[src/rtl/d_alu_pkg.sv]
// Shared definitions for the D-ALU conversion path: rounding-mode encodings,
// fflags layout, binary64 field geometry, int32 saturation values and the
// converter state machine encoding.
package d_alu_pkg;

  // Resolved RISC-V rounding modes (DYN never reaches the converters)
  localparam logic [2:0] RM_RNE = 3'd0;
  localparam logic [2:0] RM_RTZ = 3'd1;
  localparam logic [2:0] RM_RDN = 3'd2;
  localparam logic [2:0] RM_RUP = 3'd3;
  localparam logic [2:0] RM_RMM = 3'd4;

  // fflags = {NV,DZ,OF,UF,NX}
  localparam int FFLAG_NV = 4;
  localparam int FFLAG_DZ = 3;
  localparam int FFLAG_OF = 2;
  localparam int FFLAG_UF = 1;
  localparam int FFLAG_NX = 0;
  localparam logic [4:0] FFLAGS_NV = 5'(1) << FFLAG_NV;
  localparam logic [4:0] FFLAGS_NX = 5'(1) << FFLAG_NX;

  // binary64 geometry
  localparam int DP_BIAS   = 1023;
  localparam int DP_EXP_W  = 11;
  localparam int DP_FRAC_W = 52;

  // 32-bit saturation results
  localparam logic [31:0] INT32_POS_SAT  = 32'h7FFF_FFFF;
  localparam logic [31:0] INT32_NEG_SAT  = 32'h8000_0000;
  localparam logic [31:0] UINT32_POS_SAT = 32'hFFFF_FFFF;
  localparam logic [31:0] UINT32_NEG_SAT = 32'h0000_0000;

  typedef enum logic [2:0] {
    ST_IDLE,
    ST_DECODE,
    ST_SHIFT,
    ST_ROUND,
    ST_DONE
  } cvtState_e;

  // Saturation value for the requested signedness and the operand direction
  function automatic logic [31:0] satValue(input logic signedCtrl, input logic neg);
    if (signedCtrl) return neg ? INT32_NEG_SAT : INT32_POS_SAT;
    else            return neg ? UINT32_NEG_SAT : UINT32_POS_SAT;
  endfunction

endpackage

[src/rtl/fp_round_decide.sv]
// Rounding decision shared by the D-ALU converters: from the rounding mode,
// sign, result lsb, guard and sticky bits decide whether to bump the
// magnitude and whether the result is inexact.
module fp_round_decide
  import d_alu_pkg::*;
(
  input  logic [2:0] rm_i,
  input  logic       sgn_i,
  input  logic       lsb_i,
  input  logic       guard_i,
  input  logic       sticky_i,
  output logic       incr_o,
  output logic       inexact_o
);

  // Increment decision per rounding mode; reserved encodings truncate
  always_comb begin
    inexact_o = guard_i | sticky_i;
    incr_o    = 1'b0;
    case (rm_i)
      RM_RNE:  incr_o = guard_i & (sticky_i | lsb_i);
      RM_RTZ:  incr_o = 1'b0;
      RM_RDN:  incr_o = inexact_o & sgn_i;
      RM_RUP:  incr_o = inexact_o & ~sgn_i;
      RM_RMM:  incr_o = guard_i;
      default: incr_o = 1'b0;
    endcase
  end

endmodule

[src/rtl/fp_cvt_dw.sv]
// FCVT.W.D / FCVT.WU.D: multi-cycle binary64 -> 32-bit integer conversion.
// The significand is aligned by an iterative right shifter (SHIFT_STEP bits
// per cycle) that collects guard/sticky, then rounded, range checked and
// saturated. Valid/ready handshakes on both sides.
module fp_cvt_dw
  import d_alu_pkg::*;
#(
  parameter int SHIFT_STEP = 4
) (
  input  logic        clk,
  input  logic        rst,
  input  logic        in_valid,
  output logic        in_ready,
  input  logic [63:0] d,
  input  logic        signed_ctrl,
  input  logic [2:0]  rm,
  output logic        out_valid,
  input  logic        out_ready,
  output logic [31:0] w,
  output logic [4:0]  fflags
);

  localparam int               ACC_W   = DP_FRAC_W + 1;
  localparam logic [ACC_W-1:0] ACC_ONE = ACC_W'(1);
  localparam logic [5:0]       STEP6   = 6'(SHIFT_STEP);
  localparam logic [3:0]       STEP4   = 4'(SHIFT_STEP);

  cvtState_e         state_q, state_d;
  logic [63:0]       opnd_q, opnd_d;
  logic              signedCtrl_q, signedCtrl_d;
  logic [2:0]        rm_q, rm_d;
  logic [ACC_W-1:0]  acc_q, acc_d;
  logic              guard_q, guard_d;
  logic              sticky_q, sticky_d;
  logic [5:0]        cnt_q, cnt_d;
  logic [31:0]       w_q, w_d;
  logic [4:0]        fflags_q, fflags_d;

  logic                sgn;
  logic                isZero, isSpecialExp, isNaN;
  logic signed [12:0]  unbExp, cntFull;
  logic [5:0]          cntInit;
  logic [ACC_W-1:0]    sig, shiftedM1, lowMask;
  logic [3:0]          shiftAmt;
  logic [32:0]         mag;
  logic                roundIncr, roundInexact, overRange;

  // Operand field decode
  assign sgn          = opnd_q[63];
  assign isZero       = (opnd_q[62:0] == 63'd0);
  assign isSpecialExp = &opnd_q[62:52];
  assign isNaN        = isSpecialExp & (|opnd_q[51:0]);
  assign unbExp       = $signed({2'b00, opnd_q[62:52]}) - 13'(DP_BIAS);
  assign sig          = {|opnd_q[62:52], opnd_q[51:0]};
  assign cntFull      = 13'sd52 - unbExp;
  assign cntInit      = (cntFull > 13'sd54) ? 6'd54 : cntFull[5:0];

  // One shifter step: the bit just below the new lsb becomes guard, the rest sticky
  assign shiftAmt  = (cnt_q < STEP6) ? cnt_q[3:0] : STEP4;
  assign shiftedM1 = acc_q >> (shiftAmt - 4'd1);
  assign lowMask   = (ACC_ONE << (shiftAmt - 4'd1)) - ACC_ONE;

  // Rounded magnitude and range check
  assign mag = {1'b0, acc_q[31:0]} + {32'd0, roundIncr};
  assign overRange = signedCtrl_q ? (sgn ? (mag > 33'h0_8000_0000) : (mag > 33'h0_7FFF_FFFF))
                                  : (sgn ? (mag != 33'd0)          : (mag > 33'h0_FFFF_FFFF));

  fp_round_decide uRound (
    .rm_i      (rm_q),
    .sgn_i     (sgn),
    .lsb_i     (acc_q[0]),
    .guard_i   (guard_q),
    .sticky_i  (sticky_q),
    .incr_o    (roundIncr),
    .inexact_o (roundInexact)
  );

  // State and datapath registers; reset abandons any operation in flight
  always_ff @(posedge clk or posedge rst) begin
    if (rst) begin
      state_q      <= ST_IDLE;
      opnd_q       <= '0;
      signedCtrl_q <= 1'b0;
      rm_q         <= RM_RNE;
      acc_q        <= '0;
      guard_q      <= 1'b0;
      sticky_q     <= 1'b0;
      cnt_q        <= '0;
      w_q          <= '0;
      fflags_q     <= '0;
    end else begin
      state_q      <= state_d;
      opnd_q       <= opnd_d;
      signedCtrl_q <= signedCtrl_d;
      rm_q         <= rm_d;
      acc_q        <= acc_d;
      guard_q      <= guard_d;
      sticky_q     <= sticky_d;
      cnt_q        <= cnt_d;
      w_q          <= w_d;
      fflags_q     <= fflags_d;
    end
  end

  // Next-state and datapath update for each conversion phase
  always_comb begin
    state_d      = state_q;
    opnd_d       = opnd_q;
    signedCtrl_d = signedCtrl_q;
    rm_d         = rm_q;
    acc_d        = acc_q;
    guard_d      = guard_q;
    sticky_d     = sticky_q;
    cnt_d        = cnt_q;
    w_d          = w_q;
    fflags_d     = fflags_q;
    case (state_q)
      ST_IDLE: begin
        if (in_valid) begin
          opnd_d       = d;
          signedCtrl_d = signed_ctrl;
          rm_d         = rm;
          state_d      = ST_DECODE;
        end
      end
      ST_DECODE: begin
        if (isZero) begin
          w_d      = '0;
          fflags_d = '0;
          state_d  = ST_DONE;
        end else if (isSpecialExp) begin
          w_d      = satValue(signedCtrl_q, sgn & ~isNaN);
          fflags_d = FFLAGS_NV;
          state_d  = ST_DONE;
        end else if (unbExp > 13'sd31) begin
          w_d      = satValue(signedCtrl_q, sgn);
          fflags_d = FFLAGS_NV;
          state_d  = ST_DONE;
        end else begin
          acc_d    = sig;
          guard_d  = 1'b0;
          sticky_d = 1'b0;
          cnt_d    = cntInit;
          state_d  = ST_SHIFT;
        end
      end
      ST_SHIFT: begin
        sticky_d = sticky_q | guard_q | (|(acc_q & lowMask));
        guard_d  = shiftedM1[0];
        acc_d    = shiftedM1 >> 1;
        cnt_d    = cnt_q - {2'b00, shiftAmt};
        if (cnt_q == {2'b00, shiftAmt}) state_d = ST_ROUND;
      end
      ST_ROUND: begin
        if (overRange) begin
          w_d      = satValue(signedCtrl_q, sgn);
          fflags_d = FFLAGS_NV;
        end else begin
          w_d      = sgn ? (32'd0 - mag[31:0]) : mag[31:0];
          fflags_d = roundInexact ? FFLAGS_NX : 5'd0;
        end
        state_d = ST_DONE;
      end
      ST_DONE: begin
        if (out_ready) state_d = ST_IDLE;
      end
      default: state_d = ST_IDLE;
    endcase
  end

  assign in_ready  = (state_q == ST_IDLE);
  assign out_valid = (state_q == ST_DONE);
  assign w         = w_q;
  assign fflags    = fflags_q;

endmodule

[config.mk]
export PLATFORM = sky130hd
export DESIGN_NAME = fp_cvt_dw
export DESIGN_NICKNAME = d
export VERILOG_FILES = /design/src/rtl/d_alu_pkg.sv /design/src/rtl/fp_round_decide.sv /design/src/rtl/fp_cvt_dw.sv
export SDC_FILE = /design/constraint.sdc
export NUM_CORES = 1
export LEC_CHECK = 0
export ABC_AREA = 1
export CORE_MARGIN = 4
export CORE_UTILIZATION = 55
export CTS_CLUSTER_SIZE = 20
export DETAILED_ROUTE_END_ITERATION = 16
export PLACE_DENSITY = 0.76
export SYNTH_ARGS = -nofsm -noshare
export SYNTH_HDL_FRONTEND = slang
export SYNTH_SLANG_ARGS = --single-unit
[constraint.sdc]
create_clock -name clk -period 6.1 [get_ports clk]
set_input_delay 1.22 -clock clk [delete_from_list [all_inputs] [get_ports clk]]
set_output_delay 1.22 -clock clk [all_outputs]
set_load 0.005 [all_outputs]
# Word-level counts from Yosys, hierarchy flattened
# Index checks and enable logic that the tools add are counted.
# Widths: inputs -> output; s select.
classes:
  reduce_logical: 14
  muxes: 44
  addsub: 7
  n_eq_ne: 15
  n_bitwise: 11
  order_cmp: 6
  n_shift: 2
op_table:
  columns: ["op", "n"]
  rows:
  - ["$mux 32", 11]
  - ["$mux 53", 3]
  - ["$pmux 53 s2", 1]
  - ["$gt 33x32->1 const B", 2]
  - ["$pmux 32 s2", 1]
  - ["$logic_not 63->1", 1]
  - ["$and 53x53->53", 1]
  - ["$reduce_or 53->1", 1]
  - ["$shl 1x4->53 const A", 1]
  - ["$shr 53x4->53", 1]
  - ["$sub 53x1->53 const B", 1]
  - ["$reduce_or 52->1", 1]
  - ["$add 32x1->33", 1]
  - ["$gt 33x31->1 const B", 1]
  - ["$reduce_bool 33->1", 1]
  - ["$sub 1x32->32 const A", 1]
  - ["$mux 6", 4]
  - ["$mux 5", 4]
  - ["$mux 3", 6]
  - ["$pmux 3 s5", 1]
  - ["$gt 13x7->1 const B", 1]
  - ["$sub 7x12->13 const A", 1]
  - ["$eq 3x2->1 const B", 4]
  - ["$gt 12x6->1 const B", 1]
  - ["26 further kinds", 48]
totals:
  regBits: 169

# Depth between registers and ports, before layout
depth:
  depth_word: 9
  mapped_depth: 28
  ltp_nobuf: 26

# Cells and area by module
# From an unflattened synthesis, not the netlist that was laid out.
unflattened:
  cells_unflattened: 1933
  hier_area_um2: 13191.4
modules_own_cells:
  columns: ["mod", "area_each_um2", "cells_each", "instances", "seq_area_each_um2"]
  rows:
  - ["fp_cvt_dw", 13120.1, 1914, 1, 4154.0]
  - ["fp_round_decide", 71.3, 19, 1, 0.0]

# Least setup slack after synthesis
# OpenSTA, ideal clock, no wires.
synth_timing:
  path_type: "reg-to-reg"
  start: "register cnt_q[2]"
  end: "register sticky_q"
  required_ns: 5.979
  path_stages_with_launch: 24
  arrival_ns: 3.662
  setup_time_ns: 0.121
  path_slack_ns: 2.317
  n_path_buf: 1
  cell_sequence: "dfrtp_1 -> nor2_1 -> nand2_1 -> nor2_1 -> inv_1 -> clkbuf_1 -> ha_1 -> xnor2_1 -> nand3_1 -> nand2_1 -> inv_1 -> o21bai_1 -> inv_1 -> ha_1 -> o21a_1 -> o211ai_1 -> a21oi_1 -> nand3_1 -> nor2_1 -> o211ai_1 -> nor2_1 -> nand3_1 -> o21bai_1 -> nand2_1"
synth_between:
  elab_chain_cells: 9
synth_lines:
  columns: ["element", "line", "rtl"]
  rows:
  - ["from (decl)", "fp_cvt_dw.sv:35", "logic [5:0] cnt_q, cnt_d;"]
  - ["from (signal assigned)", "fp_cvt_dw.sv:99", "cnt_q <= cnt_d;"]
  - ["$lt 6x3->1", "fp_cvt_dw.sv:59", "assign shiftAmt = (cnt_q < STEP6) ? cnt_q[3:0] : STEP4;"]
  - ["$mux 4 (*)", "fp_cvt_dw.sv:59", null]
  - ["$sub 4x1->4 (*)", "fp_cvt_dw.sv:61", "assign lowMask = (ACC_ONE << (shiftAmt - 4'd1)) - ACC_ONE;"]
  - ["$shl 1x4->53 (*)", "fp_cvt_dw.sv:61", null]
  - ["$sub 53x1->53 (*)", "fp_cvt_dw.sv:61", null]
  - ["$and 53x53->53 (*)", "fp_cvt_dw.sv:148", "sticky_d = sticky_q | guard_q | (|(acc_q & lowMask));"]
  - ["$reduce_or 53->1 (*)", "fp_cvt_dw.sv:148", null]
  - ["$or 1x1->1 (*)", "fp_cvt_dw.sv:148", null]
  - ["$pmux 1 s2 (*)", "fp_cvt_dw.sv:117", "case (state_q)"]
  - ["to (signal assigned)", "fp_cvt_dw.sv:98", "sticky_q <= sticky_d;"]
  - ["to (decl)", "fp_cvt_dw.sv:34", "logic sticky_q, sticky_d;"]
# Every way passes the cells marked *; elsewhere a longest branch is shown, timed or not.
# A chain may end at the register's enable or synchronous reset.

# Worst setup path after layout
layout_timing:
  start: "register opnd_q[63]"
  end: "register w_q[20], in the netlist w[20]"
layout_between:
  elab_chain_cells: 9
layout_lines:
  columns: ["element", "line", "rtl"]
  rows:
  - ["from (decl)", "fp_cvt_dw.sv:29", "logic [63:0] opnd_q, opnd_d;"]
  - ["from (signal assigned)", "fp_cvt_dw.sv:93", "opnd_q <= opnd_d;"]
  - ["$not 1->1", "fp_round_decide.sv:24", "RM_RUP: incr_o = inexact_o & ~sgn_i;"]
  - ["$and 1x1->1", "fp_round_decide.sv:24", null]
  - ["$pmux 1 s4", "fp_round_decide.sv:20", "case (rm_i)"]
  - ["$add 32x1->33", "fp_cvt_dw.sv:64", "assign mag = {1'b0, acc_q[31:0]} + {32'd0, roundIncr};"]
  - ["$gt 33x32->1, or another cell as far along", "fp_cvt_dw.sv:66", ": (sgn ? (mag != 33'd0) : (mag > 33'h0_FFFF_FFFF));"]
  - ["$mux 1, on equally long branches", "fp_cvt_dw.sv:66, fp_cvt_dw.sv:65", null]
  - ["$mux 1", "fp_cvt_dw.sv:65", "assign overRange = signedCtrl_q ? (sgn ? (mag > 33'h0_8000_0000) : (mag > 33'h0_7FFF_FFFF))"]
  - ["$mux 32", "fp_cvt_dw.sv:155", "if (overRange) begin"]
  - ["$pmux 32 s2 (*)", "fp_cvt_dw.sv:117", null]
  - ["to (signal assigned)", "fp_cvt_dw.sv:100", "w_q <= w_d;"]
  - ["to (decl)", "fp_cvt_dw.sv:36", "logic [31:0] w_q, w_d;"]
# Every way passes the cells marked *; elsewhere a longest branch is shown, timed or not. The select of a mux whose other input is x is not followed.

==> summary.md <==
| Metric | Value |
|---|---|
| DP Wirelength | `33.6 mm` |
| Final std cell area, no fill | `15200 um2` |
| Setup Fix Bufs, Post-CTS | `0` |
| First-pass GRT wire length | `69.4 mm` |
| Placement row count | `56` |
| Cell count after synthesis | `2001` |
| Slew of the pin with the lowest slew margin | `1250 ps` |
| Routed via count divided by cell count | `5.89` |
| TritonCTS Buffers | `17` |
| Vias | `14055` |
| Post-synthesis sequential area ratio | `31.2%` |
| Crit. End Element | `register` |
| Synthesized-area fraction occupied by adder cells | `2.06%` |
| Placement Cell Area | `14600 um2` |
| Run status | `finished clean` |
| Number of flops mapped to enable cells by yosys | `0` |
| Final number of max-transition violations | `0` |
| CTS tree | `done` |
| Maximum fanout along the worst path | `36` |
| Cell Count, Final, Fillers Out | `2385` |
| Cell variety after synth | `46` |
| Number of design-rule violations left by the first detailed-router iteration | `1646` |
| Weighted congestion at the end of routability-driven global placement | `0.987` |
| Final clock period utilization by the worst path | `74.4%` |
| Minimum setup slack in the final design | `1560 ps` |
| DRC violation count after routing | `0` |
| Placed cell count | `2353` |
| Basic-gate share of the synthesized area counting and, or, nand and nor cells | `33.5%` |
| Power consumption | `8.48 mW` |
| H-tree levels | `4` |
| Summed negative setup slack over all endpoints | `0 ps` |
| Relative slew margins | `16.3%` |
| Critical Path Most Common Cell | `sky130_fd_sc_hd__nand2_1` |
| Synth-to-layout area growth | `13.9%` |
| Clock insertion delay at the later pin of the skew report | `450 ps` |
| Post-CTS Hold Fix Bufs | `0` |
| Port Buffer Count | `107` |
| Power Dens Cells | `559 nW/um2` |
| Worst setup path class | `reg -> reg` |
| Netlist area before placement | `13300 um2` |
| Final clock skew | `22.0 ps` |
| Placement-stage worst setup slack | `1580 ps` |
| Number of failing hold endpoints at the final stage | `0` |
| Routed wire per std cell | `18.4 um` |
| Die X-Extent | `164 um` |
| TritonCTS Sinks | `166` |
| Pleak | `7.19 nW` |
| Final hold slack | `505 ps` |
| Residual overflow from global routing | `0` |
| Count of yosys warnings during synthesis | `0` |
| Cells along the critical path | `buf_4 > inv_1 > nand2_1 > a221oi_1 > ha_1 > ha_1 > nand2_1 > nor2_4 > nand3_1 > o21ai_1 > nand2_1 > nor2_1 > nand2_1 > nor2_1 > nand2_1 > o21bai_1 > nand2_1 > nand2_4 > nand3_4 > nand2_4 > nand2_1 > nand2_1 > a21oi_1` |
| Fin util | `64.1%` |
| Average cell area after synthesis | `6.66 um2` |
| Initial core utilization | `56.3%` |
| Final layout net count | `2147` |
| Timing-limited maximum frequency | `220 MHz` |
| Setup violation total in the final timing report | `0` |
| Compound-cell area share of the yosys netlist | `13.7%` |
| Dominant combinational cell family by area after synthesis | `simple AND/OR/NAND/NOR gates` |
| Buffer depth of the longest clock path | `2` |
| Number of global-route vias before repair | `13055` |
| Slowest cell on the critical path | `sky130_fd_sc_hd__dfrtp_1` |
| Crit path time final | `4540 ps` |
| Max rail drop VDD | `0.303 mV` |
| Maximum number of pins on one net before global-route repair | `113` |
| Antenna violations before repair | `0` |
| Die Ht | `164 um` |
| Total iterations of the first detailed-routing run | `8` |
| Share of synthesized area spent on multiplexers | `8.23%` |
| Max Cap Viol | `0` |
| Number of gates resized after cts | `0` |
| Library cell used as clock root buffer | `sky130_fd_sc_hd__clkbuf_16` |
| Worst reg2reg setup slack | `1560 ps` |
| Setup repair after global routing missed its margin | `false` |
| Flip-flop and latch count after synthesis | `166` |
| Total Die Area | `26800 um2` |
| Critical path startpoint category | `register` |
| Worst stage delay on the critical path | `380 ps` |
| Fraction of synthesized cell area in xor and xnor cells | `2.23%` |
| Overall fraction of global-route tracks in use | `32.8%` |
| Worst min-delay path class | `reg -> reg` |
| Data arrival time of the critical path | `4820 ps` |
| Floorplan core area | `23700 um2` |
| Post-synth top flop | `sky130_fd_sc_hd__dfrtp_1` |
| Proportion of synthesized flip-flops having asynchronous set or reset | `100%` |
| Post-detailed-route count of antenna-violating nets | `0` |
| IO Pins | `111` |
| Clock transition at path regs | `80 ps` |
| Total Routed Length | `44.0 mm` |
| Required time of the critical path | `6380 ps` |
| Fraction of layout instances using a drive strength above 1 | `7.74%` |
| Number of inserted diodes | `0` |
per-layer routing:
metal	part of all wire, %	global-route usage (%)	vias up
li1	-	-	6690
met1	43	45.1	6566
met2	46	52.8	689
met3	7.9	4.79	110
met4	4.0	12.5	0
met5	0	0	-
layout make-up:
type,instances,area [um2]
well taps,319,399
flip-flops and latches,166,4150
clock inverters,15,180
clock buffers,17,425
multi-input cells,1535,8030
fillers,2249,8500
repair buffers,125,1210
inverters,208,786
placed cells by master (no fill, tap or decap), types with 2 or more instances in the layout:
cell,count
sky130_fd_sc_hd__inv_6,3
sky130_fd_sc_hd__a21oi_1,81
sky130_fd_sc_hd__nor2_1,203
sky130_fd_sc_hd__nand2_2,7
sky130_fd_sc_hd__clkinv_4,2
sky130_fd_sc_hd__mux2i_1,50
sky130_fd_sc_hd__inv_2,8
sky130_fd_sc_hd__clkinv_1,3
sky130_fd_sc_hd__clkbuf_16,17
sky130_fd_sc_hd__o311ai_0,2
sky130_fd_sc_hd__o21ai_1,5
sky130_fd_sc_hd__clkdlybuf4s50_1,107
sky130_fd_sc_hd__nor3_1,15
sky130_fd_sc_hd__o21ai_0,184
sky130_fd_sc_hd__nand2_4,5
sky130_fd_sc_hd__dfrtp_1,166
sky130_fd_sc_hd__conb_1,7
sky130_fd_sc_hd__nor4_1,17
sky130_fd_sc_hd__nand2_1,584
sky130_fd_sc_hd__o22ai_1,8
sky130_fd_sc_hd__ha_1,21
sky130_fd_sc_hd__nand3_4,3
sky130_fd_sc_hd__o31ai_1,3
sky130_fd_sc_hd__inv_1,196
sky130_fd_sc_hd__or2_2,6
sky130_fd_sc_hd__o21bai_1,3
sky130_fd_sc_hd__o221ai_1,16
sky130_fd_sc_hd__a31oi_1,2
sky130_fd_sc_hd__o211ai_1,17
sky130_fd_sc_hd__nand3_1,119
sky130_fd_sc_hd__clkinv_8,5
sky130_fd_sc_hd__nand4_1,52
sky130_fd_sc_hd__buf_4,18
sky130_fd_sc_hd__xor2_1,32
sky130_fd_sc_hd__nor2_4,10
sky130_fd_sc_hd__mux2_2,53
sky130_fd_sc_hd__a41oi_1,6
sky130_fd_sc_hd__nor2_2,13
sky130_fd_sc_hd__inv_8,5
power by group:
part           internal (mW)  switching [mW]
clock network          0.557           0.566
logic                   1.83            3.25
registers               1.66           0.620
total                   4.05            4.43
flip-flops by register name, summed over array words and instances (netlist names), 2 cells and up:
register and count:
acc_q 53, cnt_q 6, fflags 2, opnd_q 64, rm_q 3, state_q 3, w 32
worst max-delay path, delay by kind of cell (launching register included):
family | cells | cell delay (ps)
AO/OA/AOI/OAI | 4 | 710
adder cells (fa/ha/maj) | 2 | 550
buffers and inverters | 2 | 360
flip-flops | 1 | 380
AND/OR/NAND/NOR | 15 | 2350
Yosys cell counts, types with 2 or more instances:
| cell type | count | area share (%) |
|---|---|---|
| sky130_fd_sc_hd__nand2_1 | 585 | 16 |
| sky130_fd_sc_hd__nor2_1 | 206 | 5.8 |
| sky130_fd_sc_hd__inv_1 | 198 | 5.6 |
| sky130_fd_sc_hd__o21ai_0 | 184 | 6.9 |
| sky130_fd_sc_hd__dfrtp_1 | 166 | 31 |
| sky130_fd_sc_hd__nand3_1 | 119 | 4.5 |
| sky130_fd_sc_hd__a21oi_1 | 81 | 3.0 |
| sky130_fd_sc_hd__clkbuf_1 | 61 | 1.7 |
| sky130_fd_sc_hd__mux2_2 | 53 | 4.5 |
| sky130_fd_sc_hd__nand4_1 | 52 | 2.4 |
| sky130_fd_sc_hd__mux2i_1 | 50 | 3.8 |
| sky130_fd_sc_hd__xor2_1 | 33 | 2.2 |
| sky130_fd_sc_hd__ha_1 | 22 | 2.1 |
| sky130_fd_sc_hd__nor4_1 | 17 | 0.80 |
| sky130_fd_sc_hd__o211ai_1 | 17 | 0.96 |
| sky130_fd_sc_hd__buf_2 | 16 | 0.60 |
| sky130_fd_sc_hd__o221ai_1 | 16 | 1.1 |
| sky130_fd_sc_hd__nor3_1 | 15 | 0.56 |
| sky130_fd_sc_hd__nor2_2 | 11 | 0.52 |
| sky130_fd_sc_hd__buf_1 | 10 | 0.28 |
| sky130_fd_sc_hd__nor2_4 | 9 | 0.76 |
| sky130_fd_sc_hd__o22ai_1 | 8 | 0.38 |
| sky130_fd_sc_hd__buf_4 | 7 | 0.39 |
| sky130_fd_sc_hd__inv_2 | 7 | 0.20 |
| sky130_fd_sc_hd__nand2_2 | 7 | 0.33 |
| sky130_fd_sc_hd__a41oi_1 | 6 | 0.39 |
| sky130_fd_sc_hd__or2_2 | 6 | 0.28 |
| sky130_fd_sc_hd__o21ai_1 | 5 | 0.19 |
| sky130_fd_sc_hd__nand2_4 | 4 | 0.34 |
| sky130_fd_sc_hd__buf_6 | 3 | 0.25 |
| sky130_fd_sc_hd__clkinv_1 | 3 | 0.084 |
| sky130_fd_sc_hd__nand3_4 | 3 | 0.39 |
| sky130_fd_sc_hd__o21bai_1 | 3 | 0.17 |
| sky130_fd_sc_hd__o31ai_1 | 3 | 0.17 |
| sky130_fd_sc_hd__a31oi_1 | 2 | 0.094 |
| sky130_fd_sc_hd__conb_1 | 2 | 0.056 |
| sky130_fd_sc_hd__o311ai_0 | 2 | 0.13 |
cell families after synthesis:
family | count (synthesis)
flip-flops | 166
AO/OA/AOI/OAI | 330
AND/OR/NAND/NOR | 1039
other | 2
XOR/XNOR | 34
buffers and inverters | 305
multiplexers | 103
adder cells (fa/ha/maj) | 22
worst paths after layout:
kind,start,cells past startpoint,to
max,opnd_q[63],23,w[20]
min,fflags[4],2,fflags[4]
max reg2reg,opnd_q[63],23,w[20]
min reg2reg,fflags[4],2,fflags[4]
max in group asynchronous,rst,3,opnd_q[51]
min in group asynchronous,rst,2,rm_q[2]
(Power assumes the default switching activity.)
